==> config.mk <==
export PLATFORM = sky130hd
export DESIGN_NAME = spi_master_ctrl
export DESIGN_NICKNAME = d
export VERILOG_FILES = /design/src/rtl/spi_pkg.sv /design/src/rtl/spi_clk_div.sv /design/src/rtl/spi_master_ctrl.sv
export SDC_FILE = /design/constraint.sdc
export NUM_CORES = 1
export LEC_CHECK = 0
export BUFFER_PORTS_ARGS = -buffer_cell sky130_fd_sc_hd__clkbuf_2
export CAP_MARGIN = 20
export CELL_PAD_IN_SITES_DETAIL_PLACEMENT = 0
export CELL_PAD_IN_SITES_GLOBAL_PLACEMENT = 2
export CORE_ASPECT_RATIO = 1.4
export CORE_UTILIZATION = 33
export DETAILED_ROUTE_END_ITERATION = 12
export PLACE_DENSITY = 0.74
export SYNTH_ARGS = -nofsm -noshare
export SYNTH_HDL_FRONTEND = slang
export SYNTH_HIERARCHICAL = 1
export SYNTH_SLANG_ARGS = --single-unit
==> constraint.sdc <==
create_clock -name clk -period 1.9 [get_ports clk]
set_input_delay 0.095 -clock clk [delete_from_list [all_inputs] [get_ports clk]]
set_output_delay 0.095 -clock clk [all_outputs]
set_load 0.01 [all_outputs]
==> src/rtl/spi_pkg.sv <==
// Shared types and constants for the SPI mode-0 master controller.
package spi_pkg;

  typedef enum logic [2:0] {
    ST_IDLE  = 3'd0,
    ST_LEAD  = 3'd1,
    ST_HIGH  = 3'd2,
    ST_LOW   = 3'd3,
    ST_TRAIL = 3'd4,
    ST_GAP   = 3'd5
  } spi_state_t;

  localparam int SPI_BITS = 8;
  localparam int DIV_MAX  = 255;
  localparam int DIV_W    = $clog2(DIV_MAX + 1);
  localparam int BIT_W    = $clog2(SPI_BITS);

  // MISO enters at the LSB so the first (MSB) bit ends up at the top after eight samples.
  function automatic logic [SPI_BITS-1:0] shift_in(input logic [SPI_BITS-1:0] sh,
                                                   input logic bit_in);
    return {sh[SPI_BITS-2:0], bit_in};
  endfunction

  function automatic logic is_last_bit(input logic [BIT_W-1:0] cnt);
    return (cnt == BIT_W'(SPI_BITS - 1));
  endfunction

endpackage

==> src/rtl/spi_clk_div.sv <==
// Phase-length counter: counts 0..CLK_DIV-1 and flags the last cycle as a tick.
module spi_clk_div
  import spi_pkg::*;
#(
  parameter int CLK_DIV = 5
) (
  input  logic clk,
  input  logic rst_n,
  input  logic clr,
  output logic tick
);

  logic [DIV_W-1:0] div_cnt_q;
  logic [DIV_W-1:0] div_cnt_d;

  assign tick = (div_cnt_q == DIV_W'(CLK_DIV - 1));

  // Next count: restart on clear or on wrap.
  always_comb begin
    div_cnt_d = div_cnt_q;
    if (clr || tick) begin
      div_cnt_d = {DIV_W{1'b0}};
    end else begin
      div_cnt_d = div_cnt_q + {{(DIV_W-1){1'b0}}, 1'b1};
    end
  end

  // Counter register.
  always_ff @(posedge clk or negedge rst_n) begin
    if (!rst_n) begin
      div_cnt_q <= {DIV_W{1'b0}};
    end else begin
      div_cnt_q <= div_cnt_d;
    end
  end

endmodule

==> src/rtl/spi_master_ctrl.sv <==
// SPI mode-0 byte master: drives SCLK/CS_N, strobes an external PISO for MOSI,
// and assembles the MISO byte returned during the same transfer.
module spi_master_ctrl
  import spi_pkg::*;
#(
  parameter int CLK_DIV = 5
) (
  input  logic       clk,
  input  logic       rst_n,
  input  logic [7:0] tx_data,
  input  logic       tx_valid,
  output logic       tx_ready,
  output logic [7:0] rx_data,
  output logic       rx_valid,
  input  logic       miso,
  output logic       sclk,
  output logic       cs_n,
  output logic [7:0] piso_data,
  output logic       piso_load,
  output logic       piso_shift_en,
  output logic       busy
);

  spi_state_t          state_q, state_d;
  logic [BIT_W-1:0]    bit_cnt_q, bit_cnt_d;
  logic [SPI_BITS-1:0] rx_shift_q, rx_shift_d;
  logic                sclk_q, sclk_d;
  logic                cs_n_q, cs_n_d;
  logic [7:0]          piso_data_q, piso_data_d;
  logic                piso_load_q, piso_load_d;
  logic                piso_shift_en_q, piso_shift_en_d;
  logic [7:0]          rx_data_q, rx_data_d;
  logic                rx_valid_q, rx_valid_d;
  logic                tx_ready_q, tx_ready_d;
  logic                busy_q, busy_d;
  logic                div_clr;
  logic                tick;

  // Every phase starts counting from zero; IDLE keeps the counter parked.
  assign div_clr = (state_d != state_q) || (state_q == ST_IDLE);

  spi_clk_div #(
    .CLK_DIV(CLK_DIV)
  ) u_clk_div (
    .clk  (clk),
    .rst_n(rst_n),
    .clr  (div_clr),
    .tick (tick)
  );

  // Next-state and next-output logic for the transfer sequencer.
  always_comb begin
    state_d         = state_q;
    bit_cnt_d       = bit_cnt_q;
    rx_shift_d      = rx_shift_q;
    sclk_d          = sclk_q;
    cs_n_d          = cs_n_q;
    piso_data_d     = piso_data_q;
    piso_load_d     = 1'b0;
    piso_shift_en_d = 1'b0;
    rx_data_d       = rx_data_q;
    rx_valid_d      = 1'b0;
    tx_ready_d      = tx_ready_q;
    busy_d          = busy_q;
    case (state_q)
      ST_IDLE: begin
        if (tx_valid && tx_ready_q) begin
          piso_data_d = tx_data;
          piso_load_d = 1'b1;
          cs_n_d      = 1'b0;
          bit_cnt_d   = {BIT_W{1'b0}};
          rx_shift_d  = {SPI_BITS{1'b0}};
          tx_ready_d  = 1'b0;
          busy_d      = 1'b1;
          state_d     = ST_LEAD;
        end else begin
          sclk_d     = 1'b0;
          cs_n_d     = 1'b1;
          tx_ready_d = 1'b1;
          busy_d     = 1'b0;
        end
      end
      ST_LEAD: begin
        if (tick) begin
          sclk_d     = 1'b1;
          rx_shift_d = shift_in(rx_shift_q, miso);
          state_d    = ST_HIGH;
        end else begin
          sclk_d = 1'b0;
        end
      end
      ST_HIGH: begin
        if (tick) begin
          sclk_d = 1'b0;
          // The PISO advances on the falling edge, except after the final bit.
          if (is_last_bit(bit_cnt_q)) begin
            state_d = ST_TRAIL;
          end else begin
            piso_shift_en_d = 1'b1;
            bit_cnt_d       = bit_cnt_q + {{(BIT_W-1){1'b0}}, 1'b1};
            state_d         = ST_LOW;
          end
        end else begin
          sclk_d = 1'b1;
        end
      end
      ST_LOW: begin
        if (tick) begin
          sclk_d     = 1'b1;
          rx_shift_d = shift_in(rx_shift_q, miso);
          state_d    = ST_HIGH;
        end else begin
          sclk_d = 1'b0;
        end
      end
      ST_TRAIL: begin
        if (tick) begin
          cs_n_d     = 1'b1;
          rx_data_d  = rx_shift_q;
          rx_valid_d = 1'b1;
          state_d    = ST_GAP;
        end else begin
          cs_n_d = 1'b0;
        end
      end
      ST_GAP: begin
        if (tick) begin
          tx_ready_d = 1'b1;
          busy_d     = 1'b0;
          state_d    = ST_IDLE;
        end else begin
          cs_n_d = 1'b1;
        end
      end
      default: begin
        sclk_d     = 1'b0;
        cs_n_d     = 1'b1;
        tx_ready_d = 1'b1;
        busy_d     = 1'b0;
        state_d    = ST_IDLE;
      end
    endcase
  end

  // State, counters and registered outputs.
  always_ff @(posedge clk or negedge rst_n) begin
    if (!rst_n) begin
      state_q         <= ST_IDLE;
      bit_cnt_q       <= {BIT_W{1'b0}};
      rx_shift_q      <= {SPI_BITS{1'b0}};
      sclk_q          <= 1'b0;
      cs_n_q          <= 1'b1;
      piso_data_q     <= 8'h00;
      piso_load_q     <= 1'b0;
      piso_shift_en_q <= 1'b0;
      rx_data_q       <= 8'h00;
      rx_valid_q      <= 1'b0;
      tx_ready_q      <= 1'b1;
      busy_q          <= 1'b0;
    end else begin
      state_q         <= state_d;
      bit_cnt_q       <= bit_cnt_d;
      rx_shift_q      <= rx_shift_d;
      sclk_q          <= sclk_d;
      cs_n_q          <= cs_n_d;
      piso_data_q     <= piso_data_d;
      piso_load_q     <= piso_load_d;
      piso_shift_en_q <= piso_shift_en_d;
      rx_data_q       <= rx_data_d;
      rx_valid_q      <= rx_valid_d;
      tx_ready_q      <= tx_ready_d;
      busy_q          <= busy_d;
    end
  end

  assign sclk          = sclk_q;
  assign cs_n          = cs_n_q;
  assign piso_data     = piso_data_q;
  assign piso_load     = piso_load_q;
  assign piso_shift_en = piso_shift_en_q;
  assign rx_data       = rx_data_q;
  assign rx_valid      = rx_valid_q;
  assign tx_ready      = tx_ready_q;
  assign busy          = busy_q;

endmodule

==> results of run 1 <==
[final cells by class]
class	count	area share, %
timing repair buffer	59	13.5
sequential	45	42.3
multi-input combinational	105	35.3
inverter	17	2.39
tap	70	3.28
clock buffer	7	3.24
[power by group through the flow]
stage	registers [mW]	logic [mW]	clock network [mW]
4_1_cts	1.46	1.24	0.618
6_report	1.47	1.29	0.597
2_1_floorplan	1.48	0.744	0
5_1_grt	1.51	1.43	0.655
3_3_place_gp	1.47	1.17	0
3_5_place_dp	1.47	1.18	0
[critical path, delay by kind of cell, from the launching register on]
kind / cells / cell delay [ns]
buf+inv: 2 / 0.26
mux: 1 / 0.31
fa+ha+maj: 1 / 0.14
flops: 1 / 0.39
simple gates: 3 / 0.75
[sequential cells by signal, indices dropped and copies added, names as in the netlist]
signal and cells:
bit_cnt_q 3, busy 1, cs_n 1, piso_data 8, piso_load 1, piso_shift_en 1
rx_data 8, rx_shift_q 8, rx_valid 1, sclk 1, state_q 3, tx_ready 1
u_clk_div/div_cnt_q 8
[layer usage]
| metal | up-vias | track usage (%) | part of all wire (%) |
|---|---|---|---|
| met1 | 738 | 19.2 | 46 |
| li1 | 730 | - | - |
| met3 | 6 | 2.20 | 2.1 |
| met4 | 0 | 5.61 | 1.7 |
| met5 | - | 0 | 0 |
| met2 | 19 | 22.9 | 50 |
[worst min path at each step]
stage | to | slack [ns] | cells past startpoint
global placement | rx_valid | 0.23 | 1
global route | piso_data[6] | 0.02 | 2
detailed placement | rx_valid | 0.23 | 1
finish | piso_data[6] | 0.02 | 2
CTS | piso_data[2] | 0.02 | 2
floorplan | bit_cnt_q[0] | -0.20 | 0
[through the flow]
| step | area (µm²) | total power, mW | TNS [ns] |
|---|---|---|---|
| floorplan | 2120 | 2.22 | -0.193 |
| global placement | 2480 | 2.64 | -0.230 |
| detailed placement | 2480 | 2.65 | -1.31 |
| CTS | 2630 | 3.33 | -0.514 |
| global route | 2670 | 3.60 | -3.56 |
| finish | 2670 | 3.35 | -0.589 |
[repair_timing]
action / CTS / global route
gates resized for setup: 10 / 18
endpoints found under the hold margin: 28 / 0
endpoints found under the setup margin: 27 / 29
pin swaps: 4 / 7
gates cloned: 1 / 0
hold buffers: 1 / 0
buffers inserted: 4 / 1
[synthesized netlist by cell type, types with 2 or more instances]
cell type | number | area share, %
sky130_fd_sc_hd__nand4_1 | 8 | 2.4
sky130_fd_sc_hd__or3_1 | 3 | 0.90
sky130_fd_sc_hd__buf_2 | 4 | 0.96
sky130_fd_sc_hd__xor2_1 | 2 | 0.84
sky130_fd_sc_hd__and3_1 | 2 | 0.60
sky130_fd_sc_hd__ha_1 | 5 | 3.0
sky130_fd_sc_hd__dfstp_2 | 2 | 2.5
sky130_fd_sc_hd__nand2_1 | 5 | 0.90
sky130_fd_sc_hd__nor2_1 | 7 | 1.3
sky130_fd_sc_hd__mux2_2 | 10 | 5.4
sky130_fd_sc_hd__inv_1 | 17 | 3.1
sky130_fd_sc_hd__a21oi_1 | 8 | 1.9
sky130_fd_sc_hd__dfrtp_1 | 43 | 52
sky130_fd_sc_hd__a22o_1 | 3 | 1.3
sky130_fd_sc_hd__o21ai_0 | 18 | 4.3
sky130_fd_sc_hd__nand3_1 | 4 | 0.96
sky130_fd_sc_hd__buf_6 | 3 | 1.6
sky130_fd_sc_hd__mux2_4 | 7 | 5.0
[cells by family (layout without fill, tap and decap cells)]
family	Yosys count	in the layout	share of synthesized area (%)
compound gates	38	38	12.0
xor+xnor	3	3	1.26
fa+ha+maj	5	5	3.00
buf+inv	26	83	6.17
flops	45	45	54.0
mux	17	17	10.4
simple gates	41	42	13.1
==> report_table.html, run 1 <==
<table>
<tr><th>Metric</th><th>Value</th></tr>
<tr><th colspan="2">Outcome</th></tr>
<tr><td>Status</td><td>finished with violations</td></tr>
<tr><td>Failing checks</td><td>setup timing</td></tr>
<tr><th colspan="2">Synth</th></tr>
<tr><td>Distinct cell type count of the synthesized netlist</td><td>42</td></tr>
<tr><td>Syn_area_per_cell</td><td>11.9 µm²</td></tr>
<tr><td>Fraction of the yosys area taken by sequential cells</td><td>54.0%</td></tr>
<tr><td>Number of enable flip-flop cells after synthesis</td><td>0</td></tr>
<tr><td>Main synth FF type</td><td>sky130_fd_sc_hd__dfrtp_1</td></tr>
<tr><td>Post-Syn Area</td><td>0.00209 mm²</td></tr>
<tr><td>Count of state elements after synthesis</td><td>45</td></tr>
<tr><td>Post-synthesis net count</td><td>192</td></tr>
<tr><td>Fraction of registers with async set or reset after synthesis</td><td>100%</td></tr>
<tr><td>YS warnings</td><td>6</td></tr>
<tr><td>Number of instances in the synthesized netlist</td><td>175</td></tr>
<tr><th colspan="2">Timing</th></tr>
<tr><td>Actual slew at the worst max-slew pin</td><td>0.802 ns</td></tr>
<tr><td>Final setup vio count</td><td>18</td></tr>
<tr><td>Final worst hold slack</td><td>0.0250 ns</td></tr>
<tr><td>Slew margin rel.</td><td>46.6%</td></tr>
<tr><td>Number of max-slew violations in the final report</td><td>0</td></tr>
<tr><td>Endpoints failing hold</td><td>0</td></tr>
<tr><td>Fin crit period</td><td>1.97 ns</td></tr>
<tr><td>Final Cycle Share</td><td>104%</td></tr>
<tr><td>Worst-case setup margin in the final layout</td><td>-0.0731 ns</td></tr>
<tr><td>Setup repair after global routing missed its margin</td><td>true</td></tr>
<tr><td>Maximum clock frequency</td><td>0.507 GHz</td></tr>
<tr><td>Max Clock Skew</td><td>0.00522 ns</td></tr>
<tr><th colspan="2">Power and ir drop</th></tr>
<tr><td>Power density relative to cell area</td><td>1260 mW/mm²</td></tr>
<tr><td>Internal power component</td><td>2.21 mW</td></tr>
<tr><td>Sw Ratio</td><td>34.2%</td></tr>
<tr><td>Max VDD drop</td><td>588 µV</td></tr>
<tr><td>Relative contribution of sequential cells to total power</td><td>43.8%</td></tr>
<tr><td>Switching power summed over all nets</td><td>1.14 mW</td></tr>
<tr><td>Part of the total power dissipated in the clock network</td><td>17.8%</td></tr>
<tr><td>Leakage dissipation</td><td>1.28 nW</td></tr>
<tr><td>Combinational group share of total power</td><td>38.4%</td></tr>
<tr><th colspan="2">Drt</th></tr>
<tr><td>Total wirelength of the detailed-routed design</td><td>4450 µm</td></tr>
<tr><td>Total number of vias</td><td>1493</td></tr>
<tr><td>Post-detailed-route DRC marker count</td><td>0</td></tr>
<tr><td>Number of iterations in the first detailed-routing pass</td><td>4</td></tr>
<tr><td>Via-per-instance ratio</td><td>4.93</td></tr>
<tr><td>Number of nets still failing antenna checks after routing</td><td>0</td></tr>
<tr><td>Wire length per cell</td><td>14.7 µm</td></tr>
<tr><td>Number of DRC markers after the initial detailed-route iteration</td><td>36</td></tr>
<tr><th colspan="2">Layout</th></tr>
<tr><td>Final Core Density</td><td>44.6%</td></tr>
<tr><td>Fraction of final layout cells sized beyond drive strength 1</td><td>44.2%</td></tr>
<tr><td>Commonest cells after routing, fill and taps aside</td><td>sky130_fd_sc_hd__dfrtp_1 (43), sky130_fd_sc_hd__clkbuf_2 (34), sky130_fd_sc_hd__buf_4 (24)</td></tr>
<tr><td>Area taken by flip-flops and latches</td><td>0.00113 mm²</td></tr>
<tr><td>Final-layout fill cell count</td><td>572</td></tr>
<tr><td>Number of nets in the final layout</td><td>250</td></tr>
<tr><td>Final instance count without filler cells</td><td>303</td></tr>
<tr><td>Multi-input gate area</td><td>941 µm²</td></tr>
<tr><td>Commonest non-fill, non-tap cell in the layout</td><td>sky130_fd_sc_hd__dfrtp_1</td></tr>
<tr><td>Layout-stage area growth over the synthesis result</td><td>27.7%</td></tr>
<tr><td>Antenna fix cells</td><td>0</td></tr>
<tr><th colspan="2">Die</th></tr>
<tr><td>Horizontal die dimension</td><td>69.2 µm</td></tr>
<tr><td>Die footprint</td><td>0.00665 mm²</td></tr>
<tr><td>Effective utilization at floorplan</td><td>34.9%</td></tr>
<tr><td>Die span in y</td><td>96.1 µm</td></tr>
<tr><td>Cell Rows</td><td>33</td></tr>
<tr><td>Io pins</td><td>35</td></tr>
<tr><td>Std-Cell Core Area</td><td>0.00599 mm²</td></tr>
<tr><th colspan="2">Placed design</th></tr>
<tr><td>IO buf count</td><td>34</td></tr>
<tr><td>Worst setup timing slack at the placement stage</td><td>-0.137 ns</td></tr>
<tr><td>Detailed placer's ending HPWL</td><td>2930 µm</td></tr>
<tr><td>Total instance count after detailed placement</td><td>291</td></tr>
<tr><td>Final weighted congestion in routability-driven placement</td><td>0.721</td></tr>
<tr><th colspan="2">Critical path</th></tr>
<tr><td>Critical register-to-register path startpoint</td><td>u_clk_div/div_cnt_q[1]</td></tr>
<tr><td>WP data required</td><td>2.08 ns</td></tr>
<tr><td>Destination of the critical timing path</td><td>rx_data[7]</td></tr>
<tr><td>Endpoint kind of the worst setup timing path</td><td>flop</td></tr>
<tr><td>Origin of the worst setup path</td><td>u_clk_div/div_cnt_q[1]</td></tr>
<tr><td>CP Launch Type</td><td>flop</td></tr>
<tr><td>Arrival time of the worst setup path</td><td>2.15 ns</td></tr>
<tr><td>Largest stage delay on the critical path</td><td>0.39 ns</td></tr>
<tr><td>Peak fanout along the critical path</td><td>5</td></tr>
<tr><td>Worst Reg2Reg Path Length in Cells</td><td>7</td></tr>
<tr><td>Register-to-register setup slack</td><td>-0.07 ns</td></tr>
<tr><td>Critical register-to-register path endpoint</td><td>rx_data[7]</td></tr>
<tr><td>Critical-path top delay cell</td><td>sky130_fd_sc_hd__dfrtp_1</td></tr>
<tr><td>Crit path kind</td><td>reg2reg</td></tr>
<tr><td>Cell chain of the critical path</td><td>inv_2 &gt; ha_4 &gt; nand4bb_4 &gt; nor4_4 &gt; buf_4 &gt; and3_4 &gt; mux2_4</td></tr>
<tr><th colspan="2">GRT</th></tr>
<tr><td>Global-route wire length before repair</td><td>7430 µm</td></tr>
<tr><td>Global-route usage over all layers</td><td>14.2%</td></tr>
<tr><td>Total overflow reported by the global router</td><td>0</td></tr>
<tr><td>Number of antenna violations at the first check in global routing</td><td>0</td></tr>
<tr><td>Via count of the first global-routing pass</td><td>1507</td></tr>
<tr><td>Largest net degree at the start of global routing</td><td>33</td></tr>
<tr><th colspan="2">Clocking</th></tr>
<tr><td>Max Buffers Root-to-Sink</td><td>2</td></tr>
<tr><td>Clock latency on the worst-skew pair</td><td>0.29 ns</td></tr>
<tr><td>TritonCTS Sinks</td><td>45</td></tr>
<tr><td>Root Buffer Master</td><td>sky130_fd_sc_hd__clkbuf_8</td></tr>
<tr><td>CTS tree</td><td>yes</td></tr>
<tr><td>Post-CTS clock slew at the launch and capture registers of the worst setup and hold paths</td><td>0.08 ns</td></tr>
<tr><td>Number of clock buffers inserted by TritonCTS</td><td>5</td></tr>
<tr><td>CTS H-Tree Depth</td><td>2</td></tr>
<tr><th colspan="2">Job</th></tr>
<tr><td>Max-Cap Viols</td><td>0</td></tr>
<tr><th colspan="2">Worst hold path</th></tr>
<tr><td>Worst min-delay path startpoint</td><td>tx_data[6]</td></tr>
<tr><td>Hold/Removal Path Class</td><td>in2reg</td></tr>
</table>
Note: power is estimated with default switching activity, not from simulation.
==> run 2, diff against run 1 <==
Settings changed: ABC_AREA set to 1, CORE_UTILIZATION 33 to 30, SETUP_SLACK_MARGIN set to 0.02.
==> report_table.html, run 2 <==
<table>
<tr><th>Metric</th><th>Value</th></tr>
<tr><th colspan="2">Critical path</th></tr>
<tr><td>WP data required</td><td>2.12 ns</td></tr>
<tr><td>Crit path kind</td><td>reg2reg</td></tr>
<tr><td>Endpoint kind of the worst setup timing path</td><td>flop</td></tr>
<tr><td>Peak fanout along the critical path</td><td>8</td></tr>
<tr><td>Arrival time of the worst setup path</td><td>2.07 ns</td></tr>
<tr><td>CP Launch Type</td><td>flop</td></tr>
<tr><th colspan="2">Drt</th></tr>
<tr><td>Length of routed met2 wiring</td><td>2340 µm</td></tr>
<tr><td>Wire length per cell</td><td>11.3 µm</td></tr>
<tr><td>Number of nets still failing antenna checks after routing</td><td>0</td></tr>
<tr><td>Total number of vias</td><td>1733</td></tr>
<tr><td>Number of iterations in the first detailed-routing pass</td><td>4</td></tr>
<tr><td>WL met1</td><td>2050 µm</td></tr>
<tr><td>Via-per-instance ratio</td><td>4.29</td></tr>
<tr><td>Post-detailed-route DRC marker count</td><td>0</td></tr>
<tr><td>Total wirelength of the detailed-routed design</td><td>4550 µm</td></tr>
<tr><td>Length of routed met3 wiring</td><td>104 µm</td></tr>
<tr><td>Number of DRC markers after the initial detailed-route iteration</td><td>72</td></tr>
<tr><td>Top routing layer used</td><td>met4</td></tr>
<tr><th colspan="2">Layout</th></tr>
<tr><td>Fraction of final layout cells sized beyond drive strength 1</td><td>36.2%</td></tr>
<tr><td>Antenna fix cells</td><td>0</td></tr>
<tr><td>Number of nets in the final layout</td><td>328</td></tr>
<tr><td>Layout-stage area growth over the synthesis result</td><td>34.0%</td></tr>
<tr><td>Commonest non-fill, non-tap cell in the layout</td><td>sky130_fd_sc_hd__nand2_1</td></tr>
<tr><td>Final Instance Area</td><td>0.00285 mm²</td></tr>
<tr><td>Final Core Density</td><td>42.5%</td></tr>
<tr><td>Commonest cells after routing, fill and taps aside</td><td>sky130_fd_sc_hd__nand2_1 (93), sky130_fd_sc_hd__dfrtp_1 (43), sky130_fd_sc_hd__clkbuf_2 (34)</td></tr>
<tr><th colspan="2">Synth</th></tr>
<tr><td>YS warnings</td><td>6</td></tr>
<tr><td>Number of instances in the synthesized netlist</td><td>239</td></tr>
<tr><td>Main synth FF type</td><td>sky130_fd_sc_hd__dfrtp_1</td></tr>
<tr><td>Top cells by instance count after synthesis</td><td>sky130_fd_sc_hd__nand2_1 (97), sky130_fd_sc_hd__dfrtp_1 (43), sky130_fd_sc_hd__nor2_1 (22), sky130_fd_sc_hd__inv_1 (10), sky130_fd_sc_hd__o21ai_2 (9)</td></tr>
<tr><td>Cell taking the most area after synthesis</td><td>sky130_fd_sc_hd__dfrtp_1</td></tr>
<tr><td>Share of the synthesized area in the top cell type</td><td>50.6%</td></tr>
<tr><td>Distinct cell type count of the synthesized netlist</td><td>32</td></tr>
<tr><td>Syn_area_per_cell</td><td>8.89 µm²</td></tr>
<tr><td>Post-Syn Area</td><td>0.00213 mm²</td></tr>
<tr><td>Number of enable flip-flop cells after synthesis</td><td>0</td></tr>
<tr><td>Leading cell types by total area after synthesis</td><td>sky130_fd_sc_hd__dfrtp_1 (51%), sky130_fd_sc_hd__nand2_1 (17%), sky130_fd_sc_hd__nor2_1 (3.9%)</td></tr>
<tr><td>Count leader, synth</td><td>sky130_fd_sc_hd__nand2_1</td></tr>
<tr><td>Fraction of registers with async set or reset after synthesis</td><td>100%</td></tr>
<tr><td>Count of state elements after synthesis</td><td>45</td></tr>
<tr><td>Post-synthesis net count</td><td>256</td></tr>
<tr><td>Fraction of the yosys area taken by sequential cells</td><td>53.1%</td></tr>
<tr><th colspan="2">GRT</th></tr>
<tr><td>Number of antenna violations at the first check in global routing</td><td>0</td></tr>
<tr><td>Total overflow reported by the global router</td><td>0</td></tr>
<tr><td>Largest net degree at the start of global routing</td><td>40</td></tr>
<tr><td>Global-route wire length before repair</td><td>7850 µm</td></tr>
<tr><td>Via count of the first global-routing pass</td><td>1709</td></tr>
<tr><td>Global-route usage over all layers</td><td>13.8%</td></tr>
<tr><th colspan="2">Placed design</th></tr>
<tr><td>IO buf count</td><td>34</td></tr>
<tr><td>Post-DP Area</td><td>0.00254 mm²</td></tr>
<tr><td>Final weighted congestion in routability-driven placement</td><td>0.730</td></tr>
<tr><td>Worst setup timing slack at the placement stage</td><td>-0.0162 ns</td></tr>
<tr><td>Detailed placer's ending HPWL</td><td>3150 µm</td></tr>
<tr><th colspan="2">Power and ir drop</th></tr>
<tr><td>Switching power summed over all nets</td><td>0.374 mW</td></tr>
<tr><td>Part of the total power dissipated in the clock network</td><td>41.8%</td></tr>
<tr><td>Relative contribution of sequential cells to total power</td><td>54.9%</td></tr>
<tr><td>Internal power component</td><td>1.39 mW</td></tr>
<tr><td>Leakage dissipation</td><td>1.49 nW</td></tr>
<tr><td>Sw Ratio</td><td>21.3%</td></tr>
<tr><td>Combinational group share of total power</td><td>3.2%</td></tr>
<tr><td>Power density relative to cell area</td><td>618 mW/mm²</td></tr>
<tr><td>Max VDD drop</td><td>358 µV</td></tr>
<tr><th colspan="2">Timing</th></tr>
<tr><td>Actual slew at the worst max-slew pin</td><td>0.346 ns</td></tr>
<tr><td>Setup repair after global routing missed its margin</td><td>true</td></tr>
<tr><td>Number of max-slew violations in the final report</td><td>0</td></tr>
<tr><td>Max Clock Skew</td><td>0.00687 ns</td></tr>
<tr><td>Slew margin rel.</td><td>76.9%</td></tr>
<tr><td>Final setup vio count</td><td>0</td></tr>
<tr><td>Maximum clock frequency</td><td>0.542 GHz</td></tr>
<tr><td>Final Cycle Share</td><td>97.1%</td></tr>
<tr><td>Fin crit period</td><td>1.84 ns</td></tr>
<tr><td>Final worst hold slack</td><td>0.0225 ns</td></tr>
<tr><td>Worst-case setup margin in the final layout</td><td>0.0557 ns</td></tr>
<tr><td>Endpoints failing hold</td><td>0</td></tr>
<tr><th colspan="2">Clocking</th></tr>
<tr><td>CTS H-Tree Depth</td><td>2</td></tr>
<tr><td>Clock latency on the worst-skew pair</td><td>0.30 ns</td></tr>
<tr><td>Post-CTS clock slew at the launch and capture registers of the worst setup and hold paths</td><td>0.09 ns</td></tr>
<tr><td>Number of clock buffers inserted by TritonCTS</td><td>5</td></tr>
<tr><td>Root Buffer Master</td><td>sky130_fd_sc_hd__clkbuf_8</td></tr>
<tr><td>TritonCTS Sinks</td><td>45</td></tr>
<tr><td>Max Buffers Root-to-Sink</td><td>2</td></tr>
<tr><td>CTS tree</td><td>yes</td></tr>
<tr><th colspan="2">Outcome</th></tr>
<tr><td>Status</td><td>complete, no violations</td></tr>
<tr><th colspan="2">Job</th></tr>
<tr><td>Max-Cap Viols</td><td>0</td></tr>
<tr><th colspan="2">Die</th></tr>
<tr><td>Io pins</td><td>35</td></tr>
<tr><td>Horizontal die dimension</td><td>73.1 µm</td></tr>
<tr><td>Cell Rows</td><td>35</td></tr>
<tr><td>Std-Cell Core Area</td><td>0.00670 mm²</td></tr>
<tr><td>Die footprint</td><td>0.00743 mm²</td></tr>
<tr><td>Die span in y</td><td>102 µm</td></tr>
<tr><td>Effective utilization at floorplan</td><td>31.7%</td></tr>
<tr><th colspan="2">Worst hold path</th></tr>
<tr><td>Hold/Removal Path Class</td><td>in2reg</td></tr>
</table>
## run 2: cell types whose count changed after synthesis, sizes merged, moves of 4 or more
cell,before,now
nand2,5,100
nor2,8,29
mux2,17,0
nand4,9,1
a21oi,9,2
buf,9,3
nand3,4,10
o21ai,18,14
## run 2: cell families after synthesis
group	Yosys count	synth area share [%]
xor+xnor	2	0.824
compound gates	25	10.0
buf+inv	21	4.71
flops	45	53.1
fa+ha+maj	5	2.94
simple gates	141	28.4
## run 2: metrics by stage
stage	power, mW	setup TNS [ns]	instances
global placement	1.03	0	378
global route	1.83	-0.446	404
detailed placement	1.03	-0.0428	378
floorplan	0.992	0	239
CTS	1.79	0	399
finish	1.76	0	404
## run 2: power by group through the flow
| stage | Sequential, mW | Clock (mW) | Combinational [mW] |
|---|---|---|---|
| 2_1_floorplan | 0.985 | 0 | 0.00767 |
| 3_3_place_gp | 0.986 | 0 | 0.0442 |
| 3_5_place_dp | 0.986 | 0 | 0.0446 |
| 4_1_cts | 0.967 | 0.764 | 0.0572 |
| 5_1_grt | 0.968 | 0.802 | 0.0643 |
| 6_report | 0.967 | 0.736 | 0.0568 |
## run 2: layout make-up
cell class | count | area (µm²)
well taps | 92 | 115
multi-input cells | 173 | 950
clock buffers | 6 | 72.6
clock inverters | 2 | 38.8
flip-flops and latches | 45 | 1130
fillers | 709 | 3850
inverters | 18 | 71.3
repair buffers | 68 | 473
## run 2: worst paths after layout
path	startpoint	endpoint	slack, ns	cells past startpoint
setup / recovery	u_clk_div/div_cnt_q[0]	u_clk_div/div_cnt_q[1]	0.06	12
hold / removal	miso	rx_shift_q[0]	0.02	3
hold reg to reg	piso_data[2]	piso_data[2]	0.48	2
setup reg to reg	u_clk_div/div_cnt_q[0]	u_clk_div/div_cnt_q[1]	0.06	12
max in group asynchronous	rst_n	cs_n	1.19	3
min in group asynchronous	rst_n	rx_data[5]	0.17	2
## run 2: timing repair
action	CTS	global route
gates resized for setup	4	6
pin swaps	5	5
buffers inserted	5	4
hold endpoints to repair	50	1
setup endpoints to repair	8	16
hold buffers	8	1
gates cloned	0	0
## run 2: per-layer routing
metal,up-vias,global-route usage [%]
li1,894,-
met1,813,16.9
met2,22,23.6
met3,4,2.89
met4,0,4.98
met5,-,0
## run 2: worst max-delay path: stages, from the launching register on
cell and delay (ns):
sky130_fd_sc_hd__dfrtp_1 0.39, sky130_fd_sc_hd__inv_2 0.08, sky130_fd_sc_hd__ha_4 0.14, sky130_fd_sc_hd__nand3_4 0.07, sky130_fd_sc_hd__nor2_4 0.13, sky130_fd_sc_hd__inv_2 0.07, sky130_fd_sc_hd__or2_4 0.24, sky130_fd_sc_hd__nor2_4 0.11
sky130_fd_sc_hd__nor2_4 0.06, sky130_fd_sc_hd__nand3_2 0.07, sky130_fd_sc_hd__nand3_2 0.07, sky130_fd_sc_hd__o21bai_4 0.22, sky130_fd_sc_hd__nor2_1 0.12
==> run 3, diff against run 2 <==
Settings changed: REMOVE_ABC_BUFFERS set to 1.
==> report_table.html, run 3 (synthesized netlist as in run 2, its figures left out) <==
<table>
<tr><th>Metric</th><th>Value</th></tr>
<tr><th colspan="2">Layout</th></tr>
<tr><td>Commonest cells after routing, fill and taps aside</td><td>sky130_fd_sc_hd__nand2_1 (94), sky130_fd_sc_hd__dfrtp_1 (43), sky130_fd_sc_hd__buf_4 (39)</td></tr>
<tr><td>Final Instance Area</td><td>0.00297 mm²</td></tr>
<tr><td>Fraction of final layout cells sized beyond drive strength 1</td><td>39.8%</td></tr>
<tr><td>Multi-input gate area</td><td>957 µm²</td></tr>
<tr><td>Area taken by flip-flops and latches</td><td>0.00113 mm²</td></tr>
<tr><td>Antenna fix cells</td><td>0</td></tr>
<tr><td>Layout-stage area growth over the synthesis result</td><td>39.7%</td></tr>
<tr><td>Number of nets in the final layout</td><td>343</td></tr>
<tr><td>Commonest non-fill, non-tap cell in the layout</td><td>sky130_fd_sc_hd__nand2_1</td></tr>
<tr><td>Final-layout fill cell count</td><td>682</td></tr>
<tr><th colspan="2">Critical path</th></tr>
<tr><td>Endpoint kind of the worst setup timing path</td><td>flop</td></tr>
<tr><td>Critical register-to-register path startpoint</td><td>u_clk_div/div_cnt_q[0]</td></tr>
<tr><td>Origin of the worst setup path</td><td>u_clk_div/div_cnt_q[0]</td></tr>
<tr><td>Arrival time of the worst setup path</td><td>2.05 ns</td></tr>
<tr><td>WP data required</td><td>2.08 ns</td></tr>
<tr><td>Crit path kind</td><td>reg2reg</td></tr>
<tr><td>CP Launch Type</td><td>flop</td></tr>
<tr><td>Peak fanout along the critical path</td><td>8</td></tr>
<tr><th colspan="2">Drt</th></tr>
<tr><td>Number of iterations in the first detailed-routing pass</td><td>4</td></tr>
<tr><td>Total number of vias</td><td>1775</td></tr>
<tr><td>Wire length per cell</td><td>11.3 µm</td></tr>
<tr><td>Post-detailed-route DRC marker count</td><td>0</td></tr>
<tr><td>Number of DRC markers after the initial detailed-route iteration</td><td>45</td></tr>
<tr><td>Number of nets still failing antenna checks after routing</td><td>0</td></tr>
<tr><td>Via-per-instance ratio</td><td>4.24</td></tr>
<tr><td>Total wirelength of the detailed-routed design</td><td>4740 µm</td></tr>
<tr><th colspan="2">Die</th></tr>
<tr><td>Cell Rows</td><td>35</td></tr>
<tr><td>Io pins</td><td>35</td></tr>
<tr><td>Horizontal die dimension</td><td>73.1 µm</td></tr>
<tr><td>Die footprint</td><td>0.00743 mm²</td></tr>
<tr><td>Std-Cell Core Area</td><td>0.00670 mm²</td></tr>
<tr><td>Die span in y</td><td>102 µm</td></tr>
<tr><td>Effective utilization at floorplan</td><td>31.7%</td></tr>
<tr><th colspan="2">Placed design</th></tr>
<tr><td>IO buf count</td><td>34</td></tr>
<tr><td>Final weighted congestion in routability-driven placement</td><td>0.788</td></tr>
<tr><td>Detailed placer's ending HPWL</td><td>3220 µm</td></tr>
<tr><td>Post-DP Area</td><td>0.00259 mm²</td></tr>
<tr><th colspan="2">Timing</th></tr>
<tr><td>Final worst hold slack</td><td>0.00735 ns</td></tr>
<tr><td>Setup repair after global routing missed its margin</td><td>true</td></tr>
<tr><td>Actual slew at the worst max-slew pin</td><td>0.326 ns</td></tr>
<tr><td>Maximum clock frequency</td><td>0.536 GHz</td></tr>
<tr><td>Max Clock Skew</td><td>0.00629 ns</td></tr>
<tr><td>Endpoints failing hold</td><td>0</td></tr>
<tr><td>Slew margin rel.</td><td>78.2%</td></tr>
<tr><td>Final Cycle Share</td><td>98.2%</td></tr>
<tr><td>Final setup vio count</td><td>0</td></tr>
<tr><td>Fin crit period</td><td>1.87 ns</td></tr>
<tr><td>Number of max-slew violations in the final report</td><td>0</td></tr>
<tr><th colspan="2">Outcome</th></tr>
<tr><td>Status</td><td>complete, no violations</td></tr>
<tr><th colspan="2">Clocking</th></tr>
<tr><td>Number of clock buffers inserted by TritonCTS</td><td>5</td></tr>
<tr><td>Max Buffers Root-to-Sink</td><td>2</td></tr>
<tr><td>Clock latency on the worst-skew pair</td><td>0.30 ns</td></tr>
<tr><td>Root Buffer Master</td><td>sky130_fd_sc_hd__clkbuf_8</td></tr>
<tr><td>CTS tree</td><td>yes</td></tr>
<tr><td>Post-CTS clock slew at the launch and capture registers of the worst setup and hold paths</td><td>0.09 ns</td></tr>
<tr><td>CTS H-Tree Depth</td><td>2</td></tr>
<tr><td>TritonCTS Sinks</td><td>45</td></tr>
<tr><th colspan="2">Power and ir drop</th></tr>
<tr><td>Leakage dissipation</td><td>1.56 nW</td></tr>
<tr><td>Switching power summed over all nets</td><td>0.380 mW</td></tr>
<tr><td>Internal power component</td><td>1.38 mW</td></tr>
<tr><td>Relative contribution of sequential cells to total power</td><td>54.8%</td></tr>
<tr><td>Combinational group share of total power</td><td>3.1%</td></tr>
<tr><td>Power density relative to cell area</td><td>594 mW/mm²</td></tr>
<tr><td>Sw Ratio</td><td>21.5%</td></tr>
<tr><td>Part of the total power dissipated in the clock network</td><td>42.1%</td></tr>
<tr><td>Sum of internal, switching and leakage power</td><td>1.76 mW</td></tr>
<tr><td>Max VDD drop</td><td>324 µV</td></tr>
<tr><th colspan="2">GRT</th></tr>
<tr><td>Global-route wire length before repair</td><td>8290 µm</td></tr>
<tr><td>Largest net degree at the start of global routing</td><td>46</td></tr>
<tr><td>Via count of the first global-routing pass</td><td>1824</td></tr>
<tr><td>Number of antenna violations at the first check in global routing</td><td>0</td></tr>
<tr><td>Global-route usage over all layers</td><td>14.7%</td></tr>
<tr><td>Total overflow reported by the global router</td><td>0</td></tr>
<tr><th colspan="2">Job</th></tr>
<tr><td>Max-Cap Viols</td><td>0</td></tr>
<tr><th colspan="2">Worst hold path</th></tr>
<tr><td>Worst min-delay path startpoint</td><td>tx_data[3]</td></tr>
<tr><td>Hold/Removal Path Class</td><td>in2reg</td></tr>
</table>
[run 3: final timing paths]
path	to	slack, ns	cells past startpoint
min in group asynchronous	rx_data[0]	0.30	3
max in group asynchronous	tx_ready	1.33	3
max	u_clk_div/div_cnt_q[3]	0.03	13
min	piso_data[3]	0.007	3
min reg2reg	piso_data[2]	0.48	2
max reg2reg	u_clk_div/div_cnt_q[3]	0.03	13
[run 3: what timing repair did]
| item | 4_1_cts | 5_1_grt |
|---|---|---|
| setup endpoints to repair | 20 | 8 |
| pin swaps | 8 | 13 |
| gates cloned | 0 | 0 |
| hold endpoints to repair | 50 | 0 |
| gates resized for setup | 9 | 8 |
| hold buffers | 8 | 0 |
| setup buffers | 11 | 5 |
[run 3: critical path: stages, from the launching register on]
cell                       delay, ns
sky130_fd_sc_hd__dfrtp_1        0.40
sky130_fd_sc_hd__inv_2          0.08
sky130_fd_sc_hd__ha_4           0.13
sky130_fd_sc_hd__nand3_4        0.07
sky130_fd_sc_hd__nor2_4         0.15
sky130_fd_sc_hd__inv_2          0.07
sky130_fd_sc_hd__or2_4          0.24
sky130_fd_sc_hd__nor2_4         0.11
sky130_fd_sc_hd__nor2_4         0.06
sky130_fd_sc_hd__nand2_2        0.06
sky130_fd_sc_hd__nand2_2        0.05
sky130_fd_sc_hd__nand3_2        0.07
sky130_fd_sc_hd__o21bai_4       0.17
sky130_fd_sc_hd__nor2_1         0.08
[run 3: power by group through the flow]
stage | combinational [mW] | clock (mW) | sequential (mW)
after floorplan | 0.00766 | 0 | 0.985
after global placement | 0.0437 | 0 | 0.986
after detailed placement | 0.0445 | 0 | 0.986
after CTS | 0.0567 | 0.776 | 0.967
after global routing | 0.0623 | 0.808 | 0.968
final | 0.0543 | 0.742 | 0.967
[run 3: per-layer routing]
layer	vias up	track usage (%)	wire length, µm
li1	923	-	-
met1	817	16.4	2050
met2	28	27.0	2460
met4	0	5.43	91
met3	7	2.89	130
met5	-	0	0
[run 3: layout make-up]
type | instances | area share [%]
Sequential cell | 45 | 38.0
Multi-Input combinational cell | 173 | 32.2
Timing Repair Buffer | 83 | 19.6
Tap cell | 92 | 3.88
Inverter | 18 | 2.36
Clock buffer | 5 | 2.32
Clock inverter | 3 | 1.56
[run 3: stage by stage]
step | TNS (ns) | worst slack (ns) | std cells | utilization, %
after detailed placement | -1.85 | -0.173 | 387 | 38.7
after global routing | -0.561 | -0.0934 | 419 | 44.3
after CTS | 0 | 0.0213 | 414 | 43.5
after floorplan | -1.76 | -0.228 | 236 | -
after global placement | -1.27 | -0.125 | 387 | 38.7
final | 0 | 0.0336 | 419 | 44.3
